### config.mk
export PLATFORM = sky130hd
export DESIGN_NAME = gpio_ctrl_v2_flat
export DESIGN_NICKNAME = d
export VERILOG_FILES = /design/src/rtl/gpio_ctrl_v2_pkg.sv /design/src/rtl/gpio_ctrl_v2_if.sv /design/src/rtl/gpio_ctrl_v2_pin_filter.sv /design/src/rtl/gpio_ctrl_v2.sv /design/src/flat_wrapper.sv
export SDC_FILE = /design/constraint.sdc
export NUM_CORES = 1
export LEC_CHECK = 0
export CORE_MARGIN = 2
export CORE_UTILIZATION = 54
export DETAILED_ROUTE_END_ITERATION = 12
export PLACE_DENSITY = 0.8
export SLEW_MARGIN = 15
export SYNTH_ARGS = -nofsm -noshare
export SYNTH_HDL_FRONTEND = slang
export SYNTH_HIERARCHICAL = 1
export SYNTH_SLANG_ARGS = --single-unit
export TNS_END_PERCENT = 20
### constraint.sdc
create_clock -name clk -period 4.6 [get_ports clk]
set_input_delay 0.46 -clock clk [delete_from_list [all_inputs] [get_ports clk]]
set_output_delay 0.46 -clock clk [all_outputs]
set_load 0.01 [all_outputs]
### src/rtl/gpio_ctrl_v2_pkg.sv
`default_nettype none
// ============================================================================
// Module      : gpio_v2_pkg
// Description : Shared constants and types for the gpio_ctrl_v2 controller:
//               APB register offsets and the interrupt mode encoding.
// Revision    : 1.0 - initial release
// ============================================================================
package gpio_v2_pkg;

    // Number of low PADDR bits that take part in register decode
    localparam int APB_DEC_W = 6;

    localparam logic [APB_DEC_W-1:0] OFF_DATA_OUT  = 6'h00;
    localparam logic [APB_DEC_W-1:0] OFF_SET       = 6'h04;
    localparam logic [APB_DEC_W-1:0] OFF_CLR       = 6'h08;
    localparam logic [APB_DEC_W-1:0] OFF_TGL       = 6'h0C;
    localparam logic [APB_DEC_W-1:0] OFF_OE        = 6'h10;
    localparam logic [APB_DEC_W-1:0] OFF_DATA_IN   = 6'h14;
    localparam logic [APB_DEC_W-1:0] OFF_INTR_EN   = 6'h18;
    localparam logic [APB_DEC_W-1:0] OFF_INTR_TYPE = 6'h1C;
    localparam logic [APB_DEC_W-1:0] OFF_INTR_POL  = 6'h20;
    localparam logic [APB_DEC_W-1:0] OFF_INTR_BOTH = 6'h24;
    localparam logic [APB_DEC_W-1:0] OFF_INTR_STAT = 6'h28;
    localparam logic [APB_DEC_W-1:0] OFF_DEB_EN    = 6'h2C;
    localparam logic [APB_DEC_W-1:0] OFF_DEB_PRESC = 6'h30;

    // INTR_TYPE bit meaning: 0 = edge triggered, 1 = level triggered
    typedef enum logic {
        EDGE  = 1'b0,
        LEVEL = 1'b1
    } intr_mode_t;

endpackage
`default_nettype wire

### src/rtl/gpio_ctrl_v2_if.sv
`default_nettype none
// ============================================================================
// Module      : gpio_ctrl_v2_if
// Description : APB bus bundle between the peripheral bus and gpio_ctrl_v2.
// Revision    : 1.0 - initial release
// ============================================================================
interface gpio_ctrl_v2_if;
    logic [31:0] PADDR;
    logic [31:0] PWDATA;
    logic        PENABLE;
    logic        PWRITE;
    logic        PSEL;
    logic [31:0] PRDATA;
    logic        PREADY;
    logic        PSLVERR;

    modport master (
        output PADDR, PWDATA, PENABLE, PWRITE, PSEL,
        input  PRDATA, PREADY, PSLVERR
    );

    modport slave (
        input  PADDR, PWDATA, PENABLE, PWRITE, PSEL,
        output PRDATA, PREADY, PSLVERR
    );
endinterface
`default_nettype wire

### src/rtl/gpio_ctrl_v2_pin_filter.sv
`default_nettype none
// ============================================================================
// Module      : gpio_pin_filter
// Description : One GPIO input lane: 2-flop synchroniser, optional debounce
//               filter and rise/fall detection on the filtered value.
// Revision    : 1.0 - initial release
// ============================================================================
module gpio_pin_filter #(
    parameter int DEB_CNT_W = 4
) (
    input  logic clk,
    input  logic rst,
    input  logic tick,
    input  logic deb_en,
    input  logic raw_in,
    output logic filt,
    output logic rise,
    output logic fall
);

    // The filtered value flips on the tick that brings the count to all-ones
    localparam logic [DEB_CNT_W-1:0] C_CNT_LAST = {DEB_CNT_W{1'b1}} - 1'b1;

    logic                 r_sync1;
    logic                 r_sync2;
    logic                 r_filt;
    logic                 r_prev;
    logic [DEB_CNT_W-1:0] r_cnt;

    // Bring the asynchronous pad value into the clk domain
    always_ff @(posedge clk) begin
        if (rst) begin
            r_sync1 <= 1'b0;
            r_sync2 <= 1'b0;
        end else begin
            r_sync1 <= raw_in;
            r_sync2 <= r_sync1;
        end
    end

    // Debounce: adopt a new level only after it stays different for a full count of ticks
    always_ff @(posedge clk) begin
        if (rst) begin
            r_filt <= 1'b0;
            r_cnt  <= '0;
        end else if (!deb_en) begin
            r_filt <= r_sync2;
            r_cnt  <= '0;
        end else if (r_sync2 == r_filt) begin
            r_cnt  <= '0;
        end else if (tick) begin
            if (r_cnt == C_CNT_LAST) begin
                r_filt <= r_sync2;
                r_cnt  <= '0;
            end else begin
                r_cnt  <= r_cnt + 1'b1;
            end
        end
    end

    // Previous filtered value, kept independent of any interrupt mode bits
    always_ff @(posedge clk) begin
        if (rst) begin
            r_prev <= 1'b0;
        end else begin
            r_prev <= r_filt;
        end
    end

    assign filt = r_filt;
    assign rise = r_filt & ~r_prev;
    assign fall = ~r_filt & r_prev;

endmodule
`default_nettype wire

### src/rtl/gpio_ctrl_v2.sv
`default_nettype none
// ============================================================================
// Module      : gpio_ctrl_v2
// Description : APB GPIO controller with atomic output ops, per-pin debounce
//               and per-pin edge/level interrupts with W1C status.
// Revision    : 1.0 - initial release
// ============================================================================
module gpio_ctrl_v2
    import gpio_v2_pkg::*;
#(
    parameter int NUM_PINS  = 8,
    parameter int DEB_CNT_W = 4,
    parameter int PRESC_W   = 16
) (
    input  logic                clk,
    input  logic                rst,
    gpio_ctrl_v2_if.slave       apb,
    input  logic [NUM_PINS-1:0] gpio_in,
    output logic [NUM_PINS-1:0] gpio_out,
    output logic [NUM_PINS-1:0] gpio_oe,
    output logic [NUM_PINS-1:0] intr_pin,
    output logic                intr
);

    logic [NUM_PINS-1:0]  r_dout, r_oe, r_ien, r_itype, r_ipol, r_iboth, r_stat, r_deb_en;
    logic [PRESC_W-1:0]   r_presc, r_pcnt;
    logic [NUM_PINS-1:0]  w_filt, w_rise, w_fall, w_edge_ev, w_event, w_w1c, w_wd;
    logic [APB_DEC_W-1:0] w_off;
    logic [31:0]          w_rdata;
    logic                 w_access, w_mapped, w_err, w_we, w_tick;
    logic                 w_unused;

    assign w_access = apb.PSEL & apb.PENABLE;
    assign w_off    = apb.PADDR[APB_DEC_W-1:0];
    assign w_wd     = apb.PWDATA[NUM_PINS-1:0];
    assign w_unused = ^{apb.PADDR[31:APB_DEC_W], apb.PWDATA};

    // Address decode and read mux; write-only registers read back as zero
    always_comb begin
        w_rdata  = '0;
        w_mapped = 1'b1;
        case (w_off)
            OFF_DATA_OUT:  w_rdata[NUM_PINS-1:0] = r_dout;
            OFF_SET:       w_rdata = '0;
            OFF_CLR:       w_rdata = '0;
            OFF_TGL:       w_rdata = '0;
            OFF_OE:        w_rdata[NUM_PINS-1:0] = r_oe;
            OFF_DATA_IN:   w_rdata[NUM_PINS-1:0] = w_filt;
            OFF_INTR_EN:   w_rdata[NUM_PINS-1:0] = r_ien;
            OFF_INTR_TYPE: w_rdata[NUM_PINS-1:0] = r_itype;
            OFF_INTR_POL:  w_rdata[NUM_PINS-1:0] = r_ipol;
            OFF_INTR_BOTH: w_rdata[NUM_PINS-1:0] = r_iboth;
            OFF_INTR_STAT: w_rdata[NUM_PINS-1:0] = r_stat;
            OFF_DEB_EN:    w_rdata[NUM_PINS-1:0] = r_deb_en;
            OFF_DEB_PRESC: w_rdata[PRESC_W-1:0]  = r_presc;
            default:       w_mapped = 1'b0;
        endcase
    end

    // DATA_IN is read-only, so writing it is an error just like an unmapped offset
    assign w_err = w_access & (~w_mapped | (apb.PWRITE & (w_off == OFF_DATA_IN)));
    assign w_we  = w_access & apb.PWRITE & ~w_err;
    assign w_w1c = (w_we && (w_off == OFF_INTR_STAT)) ? w_wd : '0;

    assign apb.PRDATA  = w_access ? w_rdata : '0;
    assign apb.PREADY  = 1'b1;
    assign apb.PSLVERR = w_err;

    // Control register writes, including the atomic set/clear/toggle views of DATA_OUT
    always_ff @(posedge clk) begin
        if (rst) begin
            r_dout   <= '0;
            r_oe     <= '0;
            r_ien    <= '0;
            r_itype  <= '0;
            r_ipol   <= '0;
            r_iboth  <= '0;
            r_deb_en <= '0;
            r_presc  <= '0;
        end else if (w_we) begin
            case (w_off)
                OFF_DATA_OUT:  r_dout   <= w_wd;
                OFF_SET:       r_dout   <= r_dout | w_wd;
                OFF_CLR:       r_dout   <= r_dout & ~w_wd;
                OFF_TGL:       r_dout   <= r_dout ^ w_wd;
                OFF_OE:        r_oe     <= w_wd;
                OFF_INTR_EN:   r_ien    <= w_wd;
                OFF_INTR_TYPE: r_itype  <= w_wd;
                OFF_INTR_POL:  r_ipol   <= w_wd;
                OFF_INTR_BOTH: r_iboth  <= w_wd;
                OFF_DEB_EN:    r_deb_en <= w_wd;
                OFF_DEB_PRESC: r_presc  <= apb.PWDATA[PRESC_W-1:0];
                default:       ;
            endcase
        end
    end

    // Pad drivers follow the control registers one cycle later
    always_ff @(posedge clk) begin
        if (rst) begin
            gpio_out <= '0;
            gpio_oe  <= '0;
        end else begin
            gpio_out <= r_dout;
            gpio_oe  <= r_oe;
        end
    end

    // Debounce tick prescaler: counts 0..DEB_PRESC, restarted by a DEB_PRESC write
    assign w_tick = (r_pcnt == r_presc);

    always_ff @(posedge clk) begin
        if (rst) begin
            r_pcnt <= '0;
        end else if (w_we && (w_off == OFF_DEB_PRESC)) begin
            r_pcnt <= '0;
        end else if (w_tick) begin
            r_pcnt <= '0;
        end else begin
            r_pcnt <= r_pcnt + 1'b1;
        end
    end

    assign w_edge_ev = (r_iboth & (w_rise | w_fall)) |
                       (~r_iboth & ((r_ipol & w_rise) | (~r_ipol & w_fall)));

    for (genvar gi = 0; gi < NUM_PINS; gi++) begin : g_pin
        gpio_pin_filter #(
            .DEB_CNT_W (DEB_CNT_W)
        ) u_filter (
            .clk    (clk),
            .rst    (rst),
            .tick   (w_tick),
            .deb_en (r_deb_en[gi]),
            .raw_in (gpio_in[gi]),
            .filt   (w_filt[gi]),
            .rise   (w_rise[gi]),
            .fall   (w_fall[gi])
        );

        assign w_event[gi] = (intr_mode_t'(r_itype[gi]) == LEVEL) ?
                             (w_filt[gi] == r_ipol[gi]) : w_edge_ev[gi];
    end

    // Interrupt status: a new event on an enabled pin beats a simultaneous W1C
    always_ff @(posedge clk) begin
        if (rst) begin
            r_stat <= '0;
        end else begin
            r_stat <= (r_stat & ~w_w1c) | (w_event & r_ien);
        end
    end

    assign intr_pin = r_stat & r_ien;
    assign intr     = |intr_pin;

endmodule
`default_nettype wire

### src/flat_wrapper.sv
// flat-port wrapper written by rule: the top's interface ports become plain ports
module gpio_ctrl_v2_flat import gpio_v2_pkg::*;
#(
    parameter int NUM_PINS  = 8,
    parameter int DEB_CNT_W = 4,
    parameter int PRESC_W   = 16
)
  (clk, rst, gpio_in, gpio_out, gpio_oe, intr_pin, intr, apb_PADDR, apb_PWDATA, apb_PENABLE, apb_PWRITE, apb_PSEL, apb_PRDATA, apb_PREADY, apb_PSLVERR);
  gpio_ctrl_v2_if apb_i ();
  input  logic clk;
  input  logic rst;
  input  logic [NUM_PINS-1:0] gpio_in;
  output logic [NUM_PINS-1:0] gpio_out;
  output logic [NUM_PINS-1:0] gpio_oe;
  output logic [NUM_PINS-1:0] intr_pin;
  output logic intr;
  input wire logic [$bits(apb_i.PADDR)-1:0] apb_PADDR;
  input wire logic [$bits(apb_i.PWDATA)-1:0] apb_PWDATA;
  input wire logic [$bits(apb_i.PENABLE)-1:0] apb_PENABLE;
  input wire logic [$bits(apb_i.PWRITE)-1:0] apb_PWRITE;
  input wire logic [$bits(apb_i.PSEL)-1:0] apb_PSEL;
  output wire logic [$bits(apb_i.PRDATA)-1:0] apb_PRDATA;
  output wire logic [$bits(apb_i.PREADY)-1:0] apb_PREADY;
  output wire logic [$bits(apb_i.PSLVERR)-1:0] apb_PSLVERR;
  assign apb_i.PADDR = apb_PADDR;
  assign apb_i.PWDATA = apb_PWDATA;
  assign apb_i.PENABLE = apb_PENABLE;
  assign apb_i.PWRITE = apb_PWRITE;
  assign apb_i.PSEL = apb_PSEL;
  assign apb_PRDATA = apb_i.PRDATA;
  assign apb_PREADY = apb_i.PREADY;
  assign apb_PSLVERR = apb_i.PSLVERR;
  gpio_ctrl_v2 #(.NUM_PINS(NUM_PINS), .DEB_CNT_W(DEB_CNT_W), .PRESC_W(PRESC_W)) u_core (.clk(clk), .rst(rst), .apb(apb_i), .gpio_in(gpio_in), .gpio_out(gpio_out), .gpio_oe(gpio_oe), .intr_pin(intr_pin), .intr(intr));
endmodule
* After elaboration in Yosys (flattened, before gate mapping)
Cells that the tools add are included.
** Operators by class
- Add/sub/neg operators :: 9
- Equal/unequal tests :: 61
- Muxes and demuxes :: 54
- Bitwise gates (word level) :: 66
- Reduce and logical (&&, ||, !) cells :: 31
** Operator list (count)
- case mux 8 bit (10 select lines) :: 1
- bitwise AND 8 bit :: 8
- inequality test 2 bit, second input constant :: 24
- two-way mux 1 bit :: 41
- bitwise OR 8 bit :: 5
- adder 4 x 1 -> 4 bit, second input constant :: 8
- equality test 4 bit, second input constant :: 8
- two-way mux 4 bit :: 8
- NOT 8 bit :: 4
- case mux 8 bit (4 select lines) :: 1
- equality test 6 bit, second input constant :: 5
- OR reduction 3 bit :: 9
- NOT 1 bit :: 26
- equality test 6 x 5 -> 1 bit, second input constant :: 4
- AND reduction 3 bit :: 8
- bitwise AND 1 bit :: 21
- adder 16 x 1 -> 16 bit, second input constant :: 1
- equality test 1 bit :: 16
- equality test 16 bit :: 1
- two-way mux 16 bit :: 1
- two-way mux 8 bit :: 2
- AND reduction 2 bit :: 8
- OR reduction 13 bit :: 1
- equality test 6 x 4 -> 1 bit, second input constant :: 2
- 7 further kinds :: 8
** Word-level totals
- Register bits :: 176
- Output and inout bits :: 59
- Word-level logic and storage cells :: 273

* Logic depth before layout (Yosys ltp)
Gate-level depths: netlist of run 1.
- Word-level depth :: 13
- Gate-level depth with buffers :: 8
- Depth with buffers taken out :: 6

* Hierarchy
The synthesis of run 1 kept the hierarchy.
** Modules (own cells, without submodules)
- gpio_ctrl_v2 :: times used 1, cells an instance 669, area an instance 6023.3 µm², seq. area each 2242.2 µm²
- gpio_pin_filter :: times used 8, cells an instance 36, area an instance 337.8 µm², seq. area each 160.2 µm²

* Worst setup path before layout of run 1
Ideal clock, no wire load.
- Path kind :: reg-to-reg
- Start point :: register u_core.r_pcnt[6]
- End point :: register u_core.g_pin[0].u_filter.r_filt
- Library setup time :: 0.121 ns
- Arrival time :: 3.186 ns
- Path slack :: 1.292 ns
- Stages on the path, launching flop included :: 9
- Clock period less this slack :: 3.308 ns
- Cells stage by stage :: dfxtp_1 clkbuf_1 xnor2_1 nand4_1 nor4_2 clkbuf_1 nand2b_2 o21ai_2 mux2_4
** Between the ends
- Cells in the longest elaborated chain, start to end :: 3
** Ends and longest elaborated chain
- from (decl) :: line gpio_ctrl_v2.sv:26 : logic [PRESC_W-1:0] r_presc, r_pcnt;
- from (signal assigned) :: line gpio_ctrl_v2.sv:120 : r_pcnt <= r_pcnt + 1'b1;
- equality test 16 bit :: line gpio_ctrl_v2.sv:110 : assign w_tick = (r_pcnt == r_presc);
- via u_core.w_tick :: line gpio_ctrl_v2.sv:30 : logic w_access, w_mapped, w_err, w_we, w_tick;
- inequality test 2 bit (no source line)
- AND reduction 3 bit (no source line)
- to (signal assigned) :: line gpio_ctrl_v2_pin_filter.sv:47 : r_filt <= r_sync2;
- to (signal assigned) :: line gpio_ctrl_v2_pin_filter.sv:53 : r_filt <= r_sync2;
- to (decl) :: line gpio_ctrl_v2_pin_filter.sv:26 : logic r_filt;
The timed path passes the listed nets, and every way through them passes these cells.
A chain may end at the register's enable or synchronous reset.

* Final worst setup path of run 1
- Start point :: input apb_PADDR[2]
- End point :: output apb_PRDATA[2]
** Between the ends
- Cells in the longest elaborated chain, start to end :: 3
- Elaborated cells between the ends (all ways) :: 12
- Classes of those cells :: eq/ne (9); mux (2); reduce/logical (1)
** Ends and longest elaborated chain
- from (decl) :: line flat_wrapper.sv:17 : input wire logic [$bits(apb_i.PADDR)-1:0] apb_PADDR;
- equality test 6 bit (tied with other cells) :: line gpio_ctrl_v2.sv:42 : case (w_off)
- case mux 8 bit (10 select lines) * :: line gpio_ctrl_v2.sv:42
- two-way mux 16 bit * :: line gpio_ctrl_v2.sv:65 : assign apb.PRDATA = w_access ? w_rdata : '0;
- to (decl) :: line flat_wrapper.sv:22 : output wire logic [$bits(apb_i.PRDATA)-1:0] apb_PRDATA;
Every way passes the cells marked *; elsewhere a longest branch is shown, timed or not.

==> results of run 1 <==
-- Yosys cell counts, types with 3 or more instances --
master                        n  area, sq um
sky130_fd_sc_hd__or4b_2       3         30.0
sky130_fd_sc_hd__mux4_2       6          135
sky130_fd_sc_hd__inv_1       39          146
sky130_fd_sc_hd__o21ai_0     24          120
sky130_fd_sc_hd__a31o_2      10         87.6
sky130_fd_sc_hd__ha_1        17          213
sky130_fd_sc_hd__or4_1        4         30.0
sky130_fd_sc_hd__a311oi_1     8         70.1
sky130_fd_sc_hd__xnor2_1     33          289
sky130_fd_sc_hd__a22o_1       8         70.1
sky130_fd_sc_hd__dfxtp_1    176         3520
sky130_fd_sc_hd__nor2b_1     61          382
sky130_fd_sc_hd__nand2b_1    10         62.6
sky130_fd_sc_hd__a221oi_1     3         26.3
sky130_fd_sc_hd__nand3b_1    24          180
sky130_fd_sc_hd__clkbuf_1    34          128
sky130_fd_sc_hd__a21oi_1     41          205
sky130_fd_sc_hd__and2_1      17          106
sky130_fd_sc_hd__o22ai_1      8         50.1
sky130_fd_sc_hd__o21ai_1      8         40.0
sky130_fd_sc_hd__buf_2        8         40.0
sky130_fd_sc_hd__nand4_1     10         62.6
sky130_fd_sc_hd__buf_4       18          135
sky130_fd_sc_hd__mux2_2      10          113
sky130_fd_sc_hd__nor3b_1      4         30.0
sky130_fd_sc_hd__nand2b_2     8         70.1
sky130_fd_sc_hd__o21ai_2      8         70.1
sky130_fd_sc_hd__a41oi_1      3         26.3
sky130_fd_sc_hd__a22oi_1     14          105
sky130_fd_sc_hd__nor4_1       4         25.0
sky130_fd_sc_hd__mux2_4       8          120
sky130_fd_sc_hd__mux2i_1     67          671
sky130_fd_sc_hd__nor2_1      89          334
sky130_fd_sc_hd__o2111ai_1    8         70.1
sky130_fd_sc_hd__nor3_1      34          170
sky130_fd_sc_hd__nand2_1     42          158
sky130_fd_sc_hd__xor2_1      11         96.3
sky130_fd_sc_hd__a31oi_1     12         75.1
sky130_fd_sc_hd__nand3_1     24          120
sky130_fd_sc_hd__and3_1      12         75.1
-- worst register-to-register path, delay by kind of cell, from the launching register on --
family | cells | cell delay [ps]
AOI/OAI and AO/OA | 1 | 160
buffers and inverters | 1 | 330
xor gates and xnor gates | 1 | 180
muxes | 1 | 300
and+or+nand+nor | 3 | 1180
DFF | 1 | 490
-- worst min path at each step --
| stage | startpoint | to | slack [ps] |
|---|---|---|---|
| final | u_core/g_pin[4].u_filter/r_sync1 | u_core/g_pin[4].u_filter/r_sync2 | 440 |
| after global routing | u_core/g_pin[4].u_filter/r_sync1 | u_core/g_pin[4].u_filter/r_sync2 | 460 |
| after CTS | u_core/g_pin[4].u_filter/r_sync1 | u_core/g_pin[4].u_filter/r_sync2 | 440 |
| after detailed placement | u_core/g_pin[1].u_filter/r_sync1 | u_core/g_pin[1].u_filter/r_sync2 | 430 |
| after global placement | u_core/g_pin[2].u_filter/r_sync1 | u_core/g_pin[2].u_filter/r_sync2 | 420 |
| after floorplan | u_core/g_pin[0].u_filter/r_sync1 | u_core/g_pin[0].u_filter/r_sync2 | 410 |
-- where the power goes --
group / internal [mW] / switching, mW / leakage, nW
sequential: 1.54 / 0.00806 / 1.42
combinational: 0.0705 / 0.109 / 2.06
clock: 1.02 / 0.581 / 0.320
total: 2.63 / 0.698 / 3.80
-- final cells by class --
cell class / instances / area [sq um] / share of cell area
clock buffers: 23 / 488 / 0.0474
clock inverters: 8 / 175 / 0.0170
inverters: 39 / 146 / 0.0142
multi-input cells: 693 / 4790 / 0.465
flip-flops and latches: 176 / 3520 / 0.342
well taps: 216 / 270 / 0.0262
repair buffers: 94 / 906 / 0.0879
-- kinds of logic after synthesis --
group           count (synthesis)
other cells                     2
fa+ha+maj                      17
buf+inv                       103
compound gates                165
flops                         176
mux                            91
simple gates                  359
xor+xnor                       44
-- metal layers --
layer | up-vias | track usage
li1 | 3461 | -
met2 | 283 | 0.410
met1 | 3462 | 0.317
met3 | 42 | 0.0552
met4 | 0 | 0.101
met5 | - | 0
-- placed cells by master, fill, tap and decap left out, types with 10 or more instances in the layout --
cell type and count:
sky130_fd_sc_hd__xnor2_1 33, sky130_fd_sc_hd__inv_1 39, sky130_fd_sc_hd__nor2b_1 61, sky130_fd_sc_hd__nand4_1 10, sky130_fd_sc_hd__nor3_1 34, sky130_fd_sc_hd__ha_1 17
sky130_fd_sc_hd__a31o_2 10, sky130_fd_sc_hd__conb_1 17, sky130_fd_sc_hd__mux2i_1 67, sky130_fd_sc_hd__a31oi_1 12, sky130_fd_sc_hd__o21ai_0 24, sky130_fd_sc_hd__and3_1 12
sky130_fd_sc_hd__buf_4 18, sky130_fd_sc_hd__nand3b_1 24, sky130_fd_sc_hd__clkdlybuf4s50_1 75, sky130_fd_sc_hd__clkbuf_16 17, sky130_fd_sc_hd__a22oi_1 14, sky130_fd_sc_hd__nor2_1 89
sky130_fd_sc_hd__mux2_2 10, sky130_fd_sc_hd__xor2_1 11, sky130_fd_sc_hd__nand3_1 24, sky130_fd_sc_hd__and2_1 17, sky130_fd_sc_hd__a21oi_1 41, sky130_fd_sc_hd__dfxtp_1 176
sky130_fd_sc_hd__nand2b_1 10, sky130_fd_sc_hd__nand2_1 42
==> out/results.md, run 1 <==
| Result | Reported | Unit |
| --- | --- | --- |
| Result of the run | finished, final reports clean | - |
| Flip-flop count of the largest register, all copies and words added | 32 | - |
| Global router's overall resource usage | 0.249 | - |
| Average routed wire per standard cell | 17.0 | um |
| Total via count after detailed routing | 7248 | - |
| Per-instance average area after synthesis | 9.12 | sq um |
| Worst hold-check slack | 439 | ps |
| Clock latency reported for the late side of the worst-skew pair | 420 | ps |
| Final Routed Wirelength | 21200 | um |
| CP Buf/Inv Count | 4 | - |
| Setup fix buffers added after clock tree synthesis | 0 | - |
| Number of placed cells counting well taps | 1218 | - |
| Fillers | 1271 | - |
| Detailed Place HPWL | 14300 | um |
| Yosys cell types | 58 | - |
| Number of top-level pins | 136 | - |
| XOR/XNOR Fraction of Synth Area | 0.0442 | - |
| Slew margin rel. | 0.184 | - |
| Largest stage delay on the critical path | 690 | ps |
| Worst Setup SP | apb_PADDR[2] | - |
| TritonCTS clock tree | built | - |
| Endpoint kind of the worst setup timing path | primary output | - |
| Post-layout minimum cycle time | 3770 | ps |
| Clock H-tree levels | 4 | - |
| Placed cell areas | 0.00964 | sq mm |
| Share of synthesized cell area in and, or, nand and nor gates | 0.227 | - |
| Synthesized instance count | 957 | - |
| Die area | 0.0172 | sq mm |
| Register with the most flip-flops | u_core/g_pin.u_filter/r_cnt | - |
| Maximum number of pins on one net before global-route repair | 53 | - |
| Final-stage net count | 1115 | - |
| Number of global-route vias before repair | 6932 | - |
| Path type of the worst min-delay path | flip-flop to flip-flop | - |
| Hold buffers post-CTS | 0 | - |
| Area added between synthesis and finish | 18.1 | % |
| Yosys reg bits | 176 | - |
| Top cell family by delay on the critical path | buffers and inverters | - |
| Largest family of logic cells by synthesized area | simple AND/OR/NAND/NOR gates | - |
| Adder-Cell Fraction of Synth Area | 0.0244 | - |
| Total count of hold-check failures in the final report | 0 | - |
| Maxcap violations | 0 | - |
| Synthesized-area fraction occupied by ao, oa, aoi and oai cells | 0.126 | - |
| Cell chain of the critical path | clkdlybuf4s50_1 > buf_4 > or4b_2 > nor2_1 > buf_4 > nand2_1 > a41oi_1 > clkdlybuf4s50_1 | - |
| Peak clock frequency supported by timing | 0.266 | GHz |
| Multiplexer area fraction after synthesis | 0.119 | - |
| Transition time at the pin with the least slew margin | 1210 | ps |
| Power Total | 3.33 | mW |
| Number of gates given a new drive strength after cts | 0 | - |
| Endpoint of the most critical setup path | apb_PRDATA[2] | - |
| Core area | 0.0158 | sq mm |
| Minimum setup slack after placement | 859 | ps |
| Global-route wire length before repair | 34700 | um |
| Initial antenna violation count | 0 | - |
| Arrival time of data at the critical path endpoint | 3310 | ps |
| Die span in x | 131 | um |
| Leakage power | 3.80 | nW |
| CP Depth | 8 | - |
| Final Slew Violations | 0 | - |
| Post-synth EDFFs | 0 | - |
| Worst setup SP type | input port | - |
| Registers with the most flip-flops | u_core/g_pin.u_filter/r_cnt x32, u_core/r_pcnt x16, u_core/r_presc x16 | - |
| Final design instance area without fill | 0.0103 | sq mm |
| Post-Route Skew | 7.48 | ps |
| FF-to-FF Start | u_core/r_pcnt[6] | - |
| Detailed-routed wire length on met3 | 1480 | um |
| Number of buffers created by CTS | 17 | - |
| CP Data Required Time | 4140 | ps |
| TNS Setup | 0 | ps |
| Kind of critical path | input port to primary output | - |
| Setup slack of the worst register-to-register path | 1840 | ps |
| CTS root buffer | sky130_fd_sc_hd__clkbuf_16 | - |
| Antenna Cells | 0 | - |
| Part of the Yosys area used for sequential elements | 0.404 | - |
| Routed vias/inst | 5.80 | - |
| FP Rows | 46 | - |
| Count of yosys warnings during synthesis | 6 | - |
| Effective utilization at floorplan | 0.551 | - |
| Cell with the largest stage delay on the worst path | sky130_fd_sc_hd__or4b_2 | - |
| Worst voltage drop across the vdd grid | 0.263 | mV |
| Top sig layer | met4 | - |
| Remaining global-route overflow | 0 | - |
| Most used flip-flop cell after synthesis | sky130_fd_sc_hd__dfxtp_1 | - |
| Met2 wirelength from detailed routing | 9830 | um |
| Port Buf Inserts | 76 | - |
| Final non-filler cell total | 1249 | - |
| Length of the first detailed-routing pass in iterations | 5 | - |
| Number of DRC violations after detailed-routing iteration 0 | 777 | - |
| Unrepaired setup endpoints after global routing | false | - |
| Portion of the clock cycle consumed by the worst path in the final layout | 0.819 | - |
| Final antenna-violating net count | 0 | - |
| Clock edge transition at the registers on the reported setup and hold paths | 70 | ps |
| Capture point of the worst reg-to-reg path | u_core/g_pin[2].u_filter/filt | - |
| Setup slack after layout | 835 | ps |
| Cell area after synthesis | 0.00873 | sq mm |
| Hold path depth | 1 | - |
| Gp weighted congestion | 0.893 | - |
| Final setup fails | 0 | - |
| Drt drc | 0 | - |
| Post-layout util | 0.651 | - |
| Met1 layer wirelength in the final routing | 9350 | um |
| Clock sinks | 176 | - |
| Proportion of register bits with asynchronous set or reset after synthesis | 0 | - |
| Maximum clock insertion buffer count | 2 | - |
| Max FO, Critical Path | 9 | - |
| Power Dens Cells | 323 | mW/mm^2 |
| Die Y | 131 | um |
| Share of post-route cells with drive strength above 1 | 0.106 | - |
| Worst reg-to-reg path cell count | 7 | - |
Note: power is estimated with default switching activity, not from simulation.
==> run 2, diff against run 1 <==
- clock period: 4.6 -> 3.9 ns (I/O delays scaled with it)
==> run 2 against run 1 <==
Against the previous run: flip-flop and latch count did not move; sequential power rose by 18%; worst hold slack got worse by 13 ps; wire length rose by 0.22%; critical path type unchanged; critical endpoint is now apb_PRDATA[0]; largest power group is now registers; highest routed layer unchanged.
==> out/results.md, run 2 (synthesis results as in run 1) <==
| Result | Reported | Unit | vs previous |
| --- | --- | --- | --- |
| Flip-flop count of the largest register, all copies and words added | 32 | - | unchanged |
| Registers with the most flip-flops | u_core/g_pin.u_filter/r_cnt x32, u_core/r_pcnt x16, u_core/r_presc x16 | - | unchanged |
| Die span in x | 131 | um | unchanged |
| Top cell family by delay on the critical path | buffers and inverters | - | unchanged |
| Port Buf Inserts | 76 | - | unchanged |
| Slew margin rel. | 0.398 | - | was 0.184 |
| Largest stage delay on the critical path | 790 | ps | was 690 ps |
| Cell chain of the critical path | clkdlybuf4s50_1 > or4b_2 > nor2_1 > buf_4 > nand2_1 > a41oi_1 > clkdlybuf4s50_1 | - | was clkdlybuf4s50_1 > buf_4 > or4b_2 > nor2_1 > buf_4 > nand2_1 > a41oi_1 > clkdlybuf4s50_1 |
| Final Routed Wirelength | 21300 | um | was 21200 um |
| Cell with the largest stage delay on the worst path | sky130_fd_sc_hd__or4b_2 | - | unchanged |
| Power Total | 3.69 | mW | was 3.33 mW |
| Fillers | 1322 | - | was 1271 |
| Final antenna-violating net count | 0 | - | unchanged |
| Endpoint kind of the worst setup timing path | primary output | - | unchanged |
| Worst voltage drop across the vdd grid | 0.319 | mV | was 0.263 mV |
| Maxcap violations | 0 | - | unchanged |
| Leakage power | 3.80 | nW | about the same |
| Total via count after detailed routing | 7202 | - | was 7248 |
| Post-Route Skew | 7.30 | ps | was 7.48 ps |
| Antenna Cells | 0 | - | unchanged |
| Power Dens Cells | 359 | mW/mm^2 | was 323 mW/mm^2 |
| Global-route wire length before repair | 34000 | um | was 34700 um |
| CTS root buffer | sky130_fd_sc_hd__clkbuf_16 | - | unchanged |
| CP Data Required Time | 3510 | ps | was 4140 ps |
| Internal power consumption | 2.86 | mW | was 2.63 mW |
| Clock sinks | 176 | - | unchanged |
| Detailed Place HPWL | 14500 | um | was 14300 um |
| Number of buffers created by CTS | 17 | - | unchanged |
| Worst setup SP type | input port | - | unchanged |
| Final Slew Violations | 0 | - | unchanged |
| Switching part of the total power | 0.224 | - | was 0.210 |
| Share of post-route cells with drive strength above 1 | 0.112 | - | was 0.106 |
| Setup fix buffers added after clock tree synthesis | 0 | - | unchanged |
| Number of global-route vias before repair | 6772 | - | was 6932 |
| Number of DRC violations after detailed-routing iteration 0 | 724 | - | was 777 |
| Top library cells by usage in the layout, fill and taps aside | sky130_fd_sc_hd__dfxtp_1, sky130_fd_sc_hd__nor2_1, sky130_fd_sc_hd__clkdlybuf4s50_1 | - | unchanged |
| Routed vias/inst | 5.74 | - | was 5.80 |
| Part of the total power dissipated in the clock network | 0.448 | - | was 0.482 |
| TritonCTS clock tree | built | - | unchanged |
| Number of top-level pins | 136 | - | unchanged |
| Maximum number of pins on one net before global-route repair | 59 | - | was 53 |
| FP Rows | 46 | - | unchanged |
| Clock latency reported for the late side of the worst-skew pair | 430 | ps | was 420 ps |
| Register with the most flip-flops | u_core/g_pin.u_filter/r_cnt | - | unchanged |
| Drt drc | 0 | - | unchanged |
| Maximum clock insertion buffer count | 2 | - | unchanged |
| Switching power total | 825 | uW | was 698 uW |
| Portion of the clock cycle consumed by the worst path in the final layout | 0.948 | - |  |
| Hold buffers post-CTS | 0 | - | unchanged |
| Peak clock frequency supported by timing | 0.271 | GHz |  |
| Post-layout minimum cycle time | 3700 | ps |  |
| Clock edge transition at the registers on the reported setup and hold paths | 60 | ps | was 70 ps |
| Arrival time of data at the critical path endpoint | 3310 | ps | about the same |
| Final setup fails | 0 | - | unchanged |
| Max FO, Critical Path | 8 | - | was 9 |
| Effective utilization at floorplan | 0.551 | - | unchanged |
| Die area | 0.0172 | sq mm | unchanged |
| Average routed wire per standard cell | 17.0 | um | about the same |
| Area added between synthesis and finish | 17.5 | % | was 18.1% |
| Die Y | 131 | um | unchanged |
| Initial antenna violation count | 0 | - | unchanged |
| Register area | 0.00352 | sq mm | unchanged |
| Transition time at the pin with the least slew margin | 896 | ps | was 1210 ps |
| Flop pwr share | 0.494 | - | was 0.464 |
| Total count of hold-check failures in the final report | 0 | - | unchanged |
| Path type of the worst min-delay path | input port to flip-flop | - | was flip-flop to flip-flop |
| Remaining global-route overflow | 0 | - | unchanged |
| Global router's overall resource usage | 0.245 | - | was 0.249 |
| Kind of critical path | input port to primary output | - | unchanged |
| Clock H-tree levels | 4 | - | unchanged |
| Final-stage net count | 1121 | - | was 1115 |
| Unrepaired setup endpoints after global routing | false | - | unchanged |
| Number of gates given a new drive strength after cts | 0 | - | unchanged |
| Core area | 0.0158 | sq mm | unchanged |
| Crit path top cell by count | sky130_fd_sc_hd__clkdlybuf4s50_1 | - |  |
| Multi-input combinational cell area | 0.00479 | sq mm | unchanged |
| Most common cell after layout, fill and taps aside | sky130_fd_sc_hd__dfxtp_1 | - | unchanged |
| Length of the first detailed-routing pass in iterations | 7 | - | was 5 |
| Portion of total power attributed to combinational logic | 0.059 | - | was 0.054 |
| TNS Setup | 0 | ps | unchanged |
| CP Buf/Inv Count | 3 | - | was 4 |
| Gp weighted congestion | 0.894 | - | was 0.893 |
| Result of the run | finished, final reports clean | - | unchanged |
## run 2: through the flow
| step | setup slack [ps] | std cells | hold WS, ps | instance area (sq um) | util |
|---|---|---|---|---|---|
| global placement | 275 | 1224 | 416 | 9690 | 0.612 |
| floorplan | 592 | 972 | 414 | 8780 | - |
| finish | 204 | 1254 | 426 | 10300 | 0.648 |
| global route | 157 | 1254 | 450 | 10300 | 0.648 |
| detailed placement | 283 | 1224 | 426 | 9690 | 0.612 |
| CTS | 252 | 1254 | 430 | 10300 | 0.648 |
## run 2: path summary, 6_finish.rpt
check                                   start                          endpoint  slack (ps)  cells after the start
max                              apb_PADDR[1]                     apb_PRDATA[0]         200                      7
min                                       rst  u_core/g_pin[6].u_filter/r_sync1         430                      2
max reg2reg                  u_core/r_pcnt[6]     u_core/g_pin[5].u_filter/filt        1360                      7
min reg2reg  u_core/g_pin[5].u_filter/r_sync1  u_core/g_pin[5].u_filter/r_sync2         430                      1
## run 2: cell type report
| class | count | area share |
|---|---|---|
| multi-input combinational | 693 | 0.468 |
| sequential | 176 | 0.344 |
| timing repair buffer | 100 | 0.0927 |
| clock buffer | 19 | 0.0442 |
| tap | 216 | 0.0264 |
| inverter | 39 | 0.0143 |
| clock inverter | 11 | 0.0112 |
## run 2: power by group through the flow
stage | clock, mW | combinational [mW] | sequential, mW
after floorplan | 0 | 0.139 | 1.86
after global placement | 0 | 0.207 | 1.86
after detailed placement | 0 | 0.211 | 1.86
after CTS | 1.67 | 0.212 | 1.82
after global routing | 1.75 | 0.232 | 1.82
final | 1.65 | 0.216 | 1.82
## run 2: worst reg2reg max path, cell delays in order (launching register included)
cell,delay [ps]
sky130_fd_sc_hd__dfxtp_1,490
sky130_fd_sc_hd__xnor2_1,160
sky130_fd_sc_hd__nand4_1,150
sky130_fd_sc_hd__nor4_4,650
sky130_fd_sc_hd__buf_12,330
sky130_fd_sc_hd__nand2b_2,160
sky130_fd_sc_hd__o21ai_2,180
sky130_fd_sc_hd__mux2_4,310
## run 2: layer usage
metal | up-vias | track usage | part of all wire
met4 | 0 | 0.100 | 0.026
li1 | 3478 | - | -
met5 | - | 0 | 0
met1 | 3433 | 0.312 | 0.44
met2 | 249 | 0.405 | 0.47
met3 | 42 | 0.0517 | 0.060
